## src/rtl/ldst_sequencer.sv

```systemverilog
// Multicycle LDR/STR/LDRB/STRB sequencer: effective address, memory req/ack handshake,
// then base and destination writeback through the shared register-file write port.
module ldst_sequencer #(
  parameter int unsigned TIMEOUT = 255
) (
  input  logic        clk,
  input  logic        rst,
  input  logic        start,
  input  logic        is_load,
  input  logic        is_byte,
  input  logic        pre_idx,
  input  logic        up,
  input  logic        wb,
  input  logic [31:0] rn_val,
  input  logic [11:0] imm12,
  input  logic [31:0] rd_val,
  output logic        busy,
  output logic        done,
  output logic        err,
  output logic        mem_req,
  output logic        mem_we,
  output logic [31:0] mem_addr,
  output logic [31:0] mem_wdata,
  output logic [3:0]  mem_be,
  input  logic        mem_ack,
  input  logic [31:0] mem_rdata,
  output logic        wr_en,
  output logic        wr_sel,
  output logic [31:0] wr_data
);

  localparam int unsigned DW = 32;
  localparam int unsigned IW = 12;
  localparam int unsigned CW = 8;

  typedef enum logic [2:0] {
    S_IDLE, S_ADDR, S_REQ, S_WB_RN, S_WB_RD, S_DONE, S_ERR
  } state_e;

  state_e        state_q, state_d;
  logic          ld_q, ld_d, byte_q, byte_d, pre_q, pre_d, up_q, up_d, wb_q, wb_d;
  logic [DW-1:0] rn_q, rn_d, rd_q, rd_d, ldata_q, ldata_d;
  logic [IW-1:0] imm_q, imm_d;
  logic [CW-1:0] wcnt_q, wcnt_d;

  logic          busy_q, busy_d, done_q, done_d, err_q, err_d;
  logic          mem_req_q, mem_req_d, mem_we_q, mem_we_d;
  logic [DW-1:0] mem_addr_q, mem_addr_d, mem_wdata_q, mem_wdata_d;
  logic [3:0]    mem_be_q, mem_be_d;
  logic          wr_en_q, wr_en_d, wr_sel_q, wr_sel_d;
  logic [DW-1:0] wr_data_q, wr_data_d;

  logic [DW-1:0] ea_c, acc_c, ld_val_c;
  logic [7:0]    lane_c;
  logic          base_wb_c;

  // Address arithmetic and load-lane extraction from the latched instruction
  always_comb begin
    ea_c      = up_q ? rn_q + DW'(imm_q) : rn_q - DW'(imm_q);
    acc_c     = pre_q ? ea_c : rn_q;
    base_wb_c = wb_q | ~pre_q;
    case (acc_c[1:0])
      2'd0:    lane_c = mem_rdata[7:0];
      2'd1:    lane_c = mem_rdata[15:8];
      2'd2:    lane_c = mem_rdata[23:16];
      default: lane_c = mem_rdata[31:24];
    endcase
    ld_val_c = byte_q ? DW'(lane_c) : mem_rdata;
  end

  // Next state; outputs are derived from the next state so they leave as flops
  always_comb begin
    state_d = state_q;
    ld_d    = ld_q;
    byte_d  = byte_q;
    pre_d   = pre_q;
    up_d    = up_q;
    wb_d    = wb_q;
    rn_d    = rn_q;
    rd_d    = rd_q;
    imm_d   = imm_q;
    ldata_d = ldata_q;
    wcnt_d  = wcnt_q;

    case (state_q)
      S_IDLE: begin
        if (start) begin
          ld_d    = is_load;
          byte_d  = is_byte;
          pre_d   = pre_idx;
          up_d    = up;
          wb_d    = wb;
          rn_d    = rn_val;
          rd_d    = rd_val;
          imm_d   = imm12;
          state_d = S_ADDR;
        end
      end
      S_ADDR: begin
        wcnt_d  = '0;
        state_d = (!byte_q && acc_c[1:0] != 2'b00) ? S_ERR : S_REQ;
      end
      S_REQ: begin
        // An ack on the limit cycle still completes the access
        if (mem_ack) begin
          ldata_d = ld_val_c;
          if (base_wb_c)  state_d = S_WB_RN;
          else if (ld_q)  state_d = S_WB_RD;
          else            state_d = S_DONE;
        end else if (wcnt_q == CW'(TIMEOUT)) begin
          state_d = S_ERR;
        end else begin
          wcnt_d = wcnt_q + CW'(1);
        end
      end
      S_WB_RN: state_d = ld_q ? S_WB_RD : S_DONE;
      S_WB_RD: state_d = S_DONE;
      S_DONE:  state_d = S_IDLE;
      S_ERR:   state_d = S_IDLE;
      default: state_d = S_IDLE;
    endcase

    busy_d      = (state_d != S_IDLE);
    done_d      = (state_d == S_DONE);
    err_d       = (state_d == S_ERR);
    mem_req_d   = 1'b0;
    mem_we_d    = 1'b0;
    mem_addr_d  = '0;
    mem_wdata_d = '0;
    mem_be_d    = '0;
    wr_en_d     = 1'b0;
    wr_sel_d    = 1'b0;
    wr_data_d   = '0;

    if (state_d == S_REQ) begin
      mem_req_d   = 1'b1;
      mem_we_d    = ~ld_q;
      mem_addr_d  = acc_c;
      mem_wdata_d = byte_q ? {4{rd_q[7:0]}} : rd_q;
      mem_be_d    = byte_q ? 4'(4'b0001 << acc_c[1:0]) : 4'b1111;
    end
    if (state_d == S_WB_RN) begin
      wr_en_d   = 1'b1;
      wr_sel_d  = 1'b1;
      wr_data_d = ea_c;
    end
    if (state_d == S_WB_RD) begin
      wr_en_d   = 1'b1;
      wr_data_d = ldata_d;
    end
  end

  always_ff @(posedge clk or negedge rst) begin
    if (!rst) begin
      state_q     <= S_IDLE;
      ld_q        <= 1'b0;
      byte_q      <= 1'b0;
      pre_q       <= 1'b0;
      up_q        <= 1'b0;
      wb_q        <= 1'b0;
      rn_q        <= '0;
      rd_q        <= '0;
      imm_q       <= '0;
      ldata_q     <= '0;
      wcnt_q      <= '0;
      busy_q      <= 1'b0;
      done_q      <= 1'b0;
      err_q       <= 1'b0;
      mem_req_q   <= 1'b0;
      mem_we_q    <= 1'b0;
      mem_addr_q  <= '0;
      mem_wdata_q <= '0;
      mem_be_q    <= '0;
      wr_en_q     <= 1'b0;
      wr_sel_q    <= 1'b0;
      wr_data_q   <= '0;
    end else begin
      state_q     <= state_d;
      ld_q        <= ld_d;
      byte_q      <= byte_d;
      pre_q       <= pre_d;
      up_q        <= up_d;
      wb_q        <= wb_d;
      rn_q        <= rn_d;
      rd_q        <= rd_d;
      imm_q       <= imm_d;
      ldata_q     <= ldata_d;
      wcnt_q      <= wcnt_d;
      busy_q      <= busy_d;
      done_q      <= done_d;
      err_q       <= err_d;
      mem_req_q   <= mem_req_d;
      mem_we_q    <= mem_we_d;
      mem_addr_q  <= mem_addr_d;
      mem_wdata_q <= mem_wdata_d;
      mem_be_q    <= mem_be_d;
      wr_en_q     <= wr_en_d;
      wr_sel_q    <= wr_sel_d;
      wr_data_q   <= wr_data_d;
    end
  end

  assign busy      = busy_q;
  assign done      = done_q;
  assign err       = err_q;
  assign mem_req   = mem_req_q;
  assign mem_we    = mem_we_q;
  assign mem_addr  = mem_addr_q;
  assign mem_wdata = mem_wdata_q;
  assign mem_be    = mem_be_q;
  assign wr_en     = wr_en_q;
  assign wr_sel    = wr_sel_q;
  assign wr_data   = wr_data_q;

endmodule
```

## config.mk

```make
export PLATFORM = sky130hd
export DESIGN_NAME = ldst_sequencer
export DESIGN_NICKNAME = d
export VERILOG_FILES = /design/src/rtl/ldst_sequencer.sv
export SDC_FILE = /design/constraint.sdc
export NUM_CORES = 1
export LEC_CHECK = 0
export BUFFER_PORTS_ARGS = -buffer_cell sky130_fd_sc_hd__buf_2
export CORE_MARGIN = 4
export CORE_UTILIZATION = 30
export CTS_CLUSTER_SIZE = 14
export DETAILED_ROUTE_END_ITERATION = 12
export GPL_TIMING_DRIVEN = 0
export SYNTH_ARGS = -nofsm -noshare
export SYNTH_HDL_FRONTEND = slang
export SYNTH_SLANG_ARGS = --single-unit
export TNS_END_PERCENT = 100
```

## constraint.sdc

```tcl
create_clock -name clk -period 4.6 [get_ports clk]
set_clock_uncertainty 0.15 [all_clocks]
set_input_delay 0.92 -clock clk [delete_from_list [all_inputs] [get_ports clk]]
set_output_delay 0.92 -clock clk [all_outputs]
set_load 0.01 [all_outputs]
```

Yosys cells after proc, flatten, opt, wreduce, memory -nomap -nowiden
Index checks and enable logic that the tools add are counted.

operators by class
  bitwise logic cells = 3
  $add $sub $neg = 3
  equal/unequal tests = 14
  reductions and logical operators = 9
  mux-type cells = 27
  shift-type cells = 1

operators by type and width
  kind                                              number
  two-way mux 32 bit                                10
  adder 32 x 12 -> 32 bit                           1
  subtractor 32 x 12 -> 32 bit                      1
  case mux 8 bit (3 select lines)                   1
  two-way mux 8 bit                                 2
  case mux 8 bit (2 select lines)                   1
  two-way mux 3 bit                                 5
  case mux 3 bit (5 select lines)                   1
  == test 3 x 2 -> 1 bit (second input constant)    4
  == test 3 bit (second input constant)             4
  adder 8 x 1 -> 8 bit (second input constant)      1
  == test 8 bit (second input constant)             1
  two-way mux 4 bit                                 2
  two-way mux 1 bit                                 5
  inequality test 2 bit (second input constant)     2
  nonzero test 2 bit                                2
  left shift 1 x 2 -> 4 bit (first input constant)  1
  == test 3 x 1 -> 1 bit (second input constant)    1
  zero test 3 bit                                   1
  AND reduction 3 bit                               1
  nonzero test 3 bit                                1
  == test 2 x 1 -> 1 bit (second input constant)    1
  == test 2 bit (second input constant)             1
  zero test 2 bit                                   1
  5 further kinds                                   6

word-level totals
  logic and storage cells = 79
  register bits = 231
  output and inout bits = 107

Logic depth before layout (Yosys ltp)
  word-level depth = 10
  mapped depth = 16
  mapped depth without buffers = 15

Worst setup path before layout
OpenSTA, ideal clock, no wires.

  kind = register to register
  from = register imm_q[4]
  to = register mem_addr_q[31] (netlist: mem_addr[31])
  arrival = 3.768 ns
  stages on the path, launching flop included = 16
  path slack = 0.605 ns
  path buffers = 0
  clock period less this slack = 3.995 ns
  required time = 4.373 ns
  cell sequence = dfrtp_1 > or3_1 > nor3_4 > nand2_1 > nor4_1 > ha_1 > mux2_2 > ha_1 > nand2_1 > o21ai_0 > a221oi_4 > o211a_4 > nor4_2 > nor3_1 > or4_1 > a21oi_1

on the way
  longest elaborated chain between the ends = 4
  elaborated cells on any way between the ends = 5
  classes of those cells = add/sub: 2; mux: 3

RTL lines
  item                                                                     line  RTL
  start, declared                                                          43    logic [IW-1:0] imm_q, imm_d;
  start signal, assigned                                                   186   imm_q <= imm_d;
  subtractor 32 x 12 -> 32 bit or adder 32 x 12 -> 32 bit (tied branches)  59    ea_c = up_q ? rn_q + DW'(imm_q) : rn_q - DW'(imm_q);
  two-way mux 32 bit (*)                                                   59
  two-way mux 32 bit (*)                                                   60    acc_c = pre_q ? ea_c : rn_q;
  two-way mux 32 bit (*)                                                   135   if (state_d == S_REQ) begin
  via mem_addr_d[31]                                                       48    logic [DW-1:0] mem_addr_q, mem_addr_d, mem_wdata_q, mem_wdata_d;
  end signal, assigned                                                     194   mem_addr_q <= mem_addr_d;
  end, declared                                                            48

Mark *: on every way through the listed nets, which the timed path passes. The rest lies on a longest branch.
A chain may end at the register's enable or synchronous reset.

Final worst setup path
  from = register imm_q[4]
  to = register wr_data_q[22] (netlist: wr_data[22])

on the way
  longest elaborated chain between the ends = 4
  elaborated cells on any way between the ends = 5
  classes of those cells = add/sub: 2; mux: 3

RTL lines
  item                                                                     line  RTL
  subtractor 32 x 12 -> 32 bit or adder 32 x 12 -> 32 bit (tied branches)  59
  two-way mux 32 bit (*)                                                   59
  two-way mux 32 bit (*)                                                   142   if (state_d == S_WB_RN) begin
  two-way mux 32 bit (*)                                                   147   if (state_d == S_WB_RD) begin
  via wr_data_d[22]                                                        51    logic [DW-1:0] wr_data_q, wr_data_d;
  end signal, assigned                                                     199   wr_data_q <= wr_data_d;
  end, declared                                                            51

Marks and branches as above.

==> reports/results.ini <==
[clock_network]
clock_latency_ns=0.57
cts_tree=built
postCtsHoldBufs=0
cts_root_buf=clkbuf_16
clkSinkCount=231
cts_htree_levels=1
clk_path_buf_depth=3
cts_buffers=27
clk_pin_slew_ns=0.06

[critical_path]
critPathMaxFanout=5
max_stage_delay_ns=0.45
critical_path_class=register to register
cp_slowest_cell=or3_4
critPathTopFamily=compound AO/OA/AOI/OAI gates
cp.arrival_ns=4.66
critPathLaunchType=register
path_cells=or3_4 -> nor3_4 -> nand2_1 -> nor4_2 -> ha_1 -> mux2_2 -> ha_1 -> o211ai_1 -> o21ai_0 -> nand2_1 -> o31ai_4 -> a21oi_1 -> o21ai_1 -> xor2_1 -> a22o_1
worst-path-buf-inv=0
crit_path_end_kind=register
cp.required_ns=4.88

[routing]
vias_per_cell=5.087
vias=9030
drt_iter0_markers=689
wl_per_cell_um=21.64
drc=0
drt_wl_total_um=38410
first_pass_iters=5
detail-route-antenna-nets=0

[yosys]
synth_area_leaders=dfrtp_1 (52%), mux2_2 (8.1%), ha_1 (3.9%)
synth.largest_area_cell=dfrtp_1
syn_nets=1184
synth-seq-cells=231
synthCells=1031
synth_async_sr_flop_share_pct=100.0
ys_seq_area_share_pct=51.70
synth_most_common_cell=dfrtp_1
synth_common_cells=dfrtp_1 (231), nand2_1 (83), mux2_2 (80)
syn_area_per_cell_um2=10.84
syn-cell-area_um2=11180
synth_top_area_share_pct=51.70
synth_edf_count=0
synth_top_flop_cell=dfrtp_1
yosysUniqueCellTypes=70
synth_warnings=0

[power_and_ir_drop]
total_power_uw=13270
cellPowerDensity_nw_per_um2=956.9
vdd_drop_max_v=0.0004240
p_leak_uw=0.006682

[placement]
place_ws_ns=-0.2555
dpl.hpwl_um=29680
place_congestion=0.9314
port_buffers=223

[floorplanning]
core_area_um2=36700
design.die.area_um2=40420
design.portCount=224
die_y_um=201.1
die_w_um=201.1
rows=70
start_util_pct=30.47

[sta]
relSlewSlack_pct=34.44
hold_viol=0
finalCritPeriodShare_pct=95.21
fmax_ghz=0.2283
fin_ws_ns=0.2203
tightest_slew_ns=0.9788
fin_crit_ns=4.380
timing.hold.ws_ns=0.2074
report.final.setup_viol=0
drv_slew=0

[global_route]
grt_use_total_pct=18.40
grt-ovfl-total=0
grt_first_pass_wirelength_um=57600
grt_start_max_net_pins=118
antenna_found_initial=7
grt_pass1_vias=9196

[final_layout]
utilization_pct=37.78
layout-drive-gt1-share_pct=29.73
fillers=3673
num-nets-final=1440
area_growth_pct=24.00

[worst_hold_path]
hold_class=input port to asynchronous set/reset pin

[job]
max_cap_violations=0

[status]
outcome=finished clean

## cells in the final DEF, fill, tap and decap left out, drive strengths merged, types with 3 or more instances in the layout
cell type | Yosys | final
mux2i | 27 | 27
nand4 | 11 | 11
or3 | 6 | 6
nand3 | 18 | 18
nor4 | 6 | 6
a22o | 27 | 27
a221oi | 7 | 7
mux2 | 80 | 80
nor2b | 5 | 5
inv | 14 | 16
o21ai | 61 | 61
a21oi | 65 | 65
and3 | 6 | 6
nor3 | 15 | 15
ha | 35 | 35
buf | 19 | 246
o2bb2ai | 3 | 3
and2 | 9 | 9
xnor2 | 13 | 13
nor2 | 78 | 78
o21a | 3 | 3
dfrtp | 231 | 231
nand2 | 83 | 83
nand2b | 56 | 56
o31ai | 10 | 10
o211ai | 5 | 5
a31oi | 16 | 16
a21o | 13 | 13
xor2 | 26 | 26
a211oi | 5 | 5
o22ai | 8 | 8
or2 | 3 | 3
clkinv | 1 | 8
clkbuf | 41 | 78
## routing by layer
layer / vias up / track usage (%) / routed length [um]
met5: - / 0 / 53
met4: 10 / 4.376 / 859
met3: 55 / 4.604 / 2979
met2: 350 / 28.15 / 16910
met1: 4442 / 26.37 / 17610
li1: 4173 / - / -
## flip-flops by register name, indices dropped and copies added, names as in the netlist, 4 cells and up
name,count
rn_q,32
wr_data,32
mem_addr,32
mem_be,4
mem_wdata,32
imm_q,12
rd_q,32
wcnt_q,8
ldata_q,32
## cell type report
type / instances / area, um^2 / share of cell area (%)
diodes: 2 / 5.005 / 0.03610
flip-flops and latches: 231 / 5781 / 41.69
multi-input cells: 725 / 5160 / 37.22
clock buffers: 37 / 753.2 / 5.433
well taps: 468 / 585.6 / 4.223
clock inverters: 10 / 71.32 / 0.5144
plain buffers: 60 / 256.5 / 1.850
repair buffers: 227 / 1196 / 8.627
inverters: 15 / 56.30 / 0.4061
## report_power, final
group          switching (uW)  internal, uW
registers                 539          2930
clock network             887          1150
logic                    4900          2860
## what timing repair did
action,4_1_cts,5_1_grt
setup endpoints to repair,5,13
setup buffers,0,2
resized for setup,2,8
pin swaps,1,2
cloned,0,0
## logic make-up (layout without fill, tap and decap cells)
kind of cell	count (synthesis)	in the layout	share of synthesized area [%]
fa+ha+maj	36	36	4.096
other cells	0	2	0
simple gates	308	308	13.97
buf+inv	75	349	2.798
xor+xnor	40	40	3.268
flops	231	231	51.70
mux	107	107	10.47
compound gates	234	234	13.70
## final timing paths
| check | start | endpoint | slack, ns | cells past startpoint |
|---|---|---|---|---|
| max | imm_q[4] | wr_data[22] | 0.22 | 15 |
| min | rst | rn_q[17] | 0.21 | 2 |
| max reg2reg | imm_q[4] | wr_data[22] | 0.22 | 15 |
| min reg2reg | ld_q | mem_we | 0.30 | 1 |
| max in group asynchronous | rst | state_q[0] | 3.11 | 3 |
| min in group clk | ld_q | mem_we | 0.30 | 1 |
## per-stage QoR
step / setup TNS [ns] / instances / instance area [um^2]
6_report: 0 / 1775 / 13860
5_1_grt: -0.002893 / 1774 / 13860
4_1_cts: 0 / 1771 / 13780
3_5_place_dp: -0.6839 / 1724 / 12950
3_3_place_gp: -381.16 / 1722 / 12880
2_1_floorplan: 0 / 1031 / 11180
Note: power is estimated with default switching activity, not from simulation.
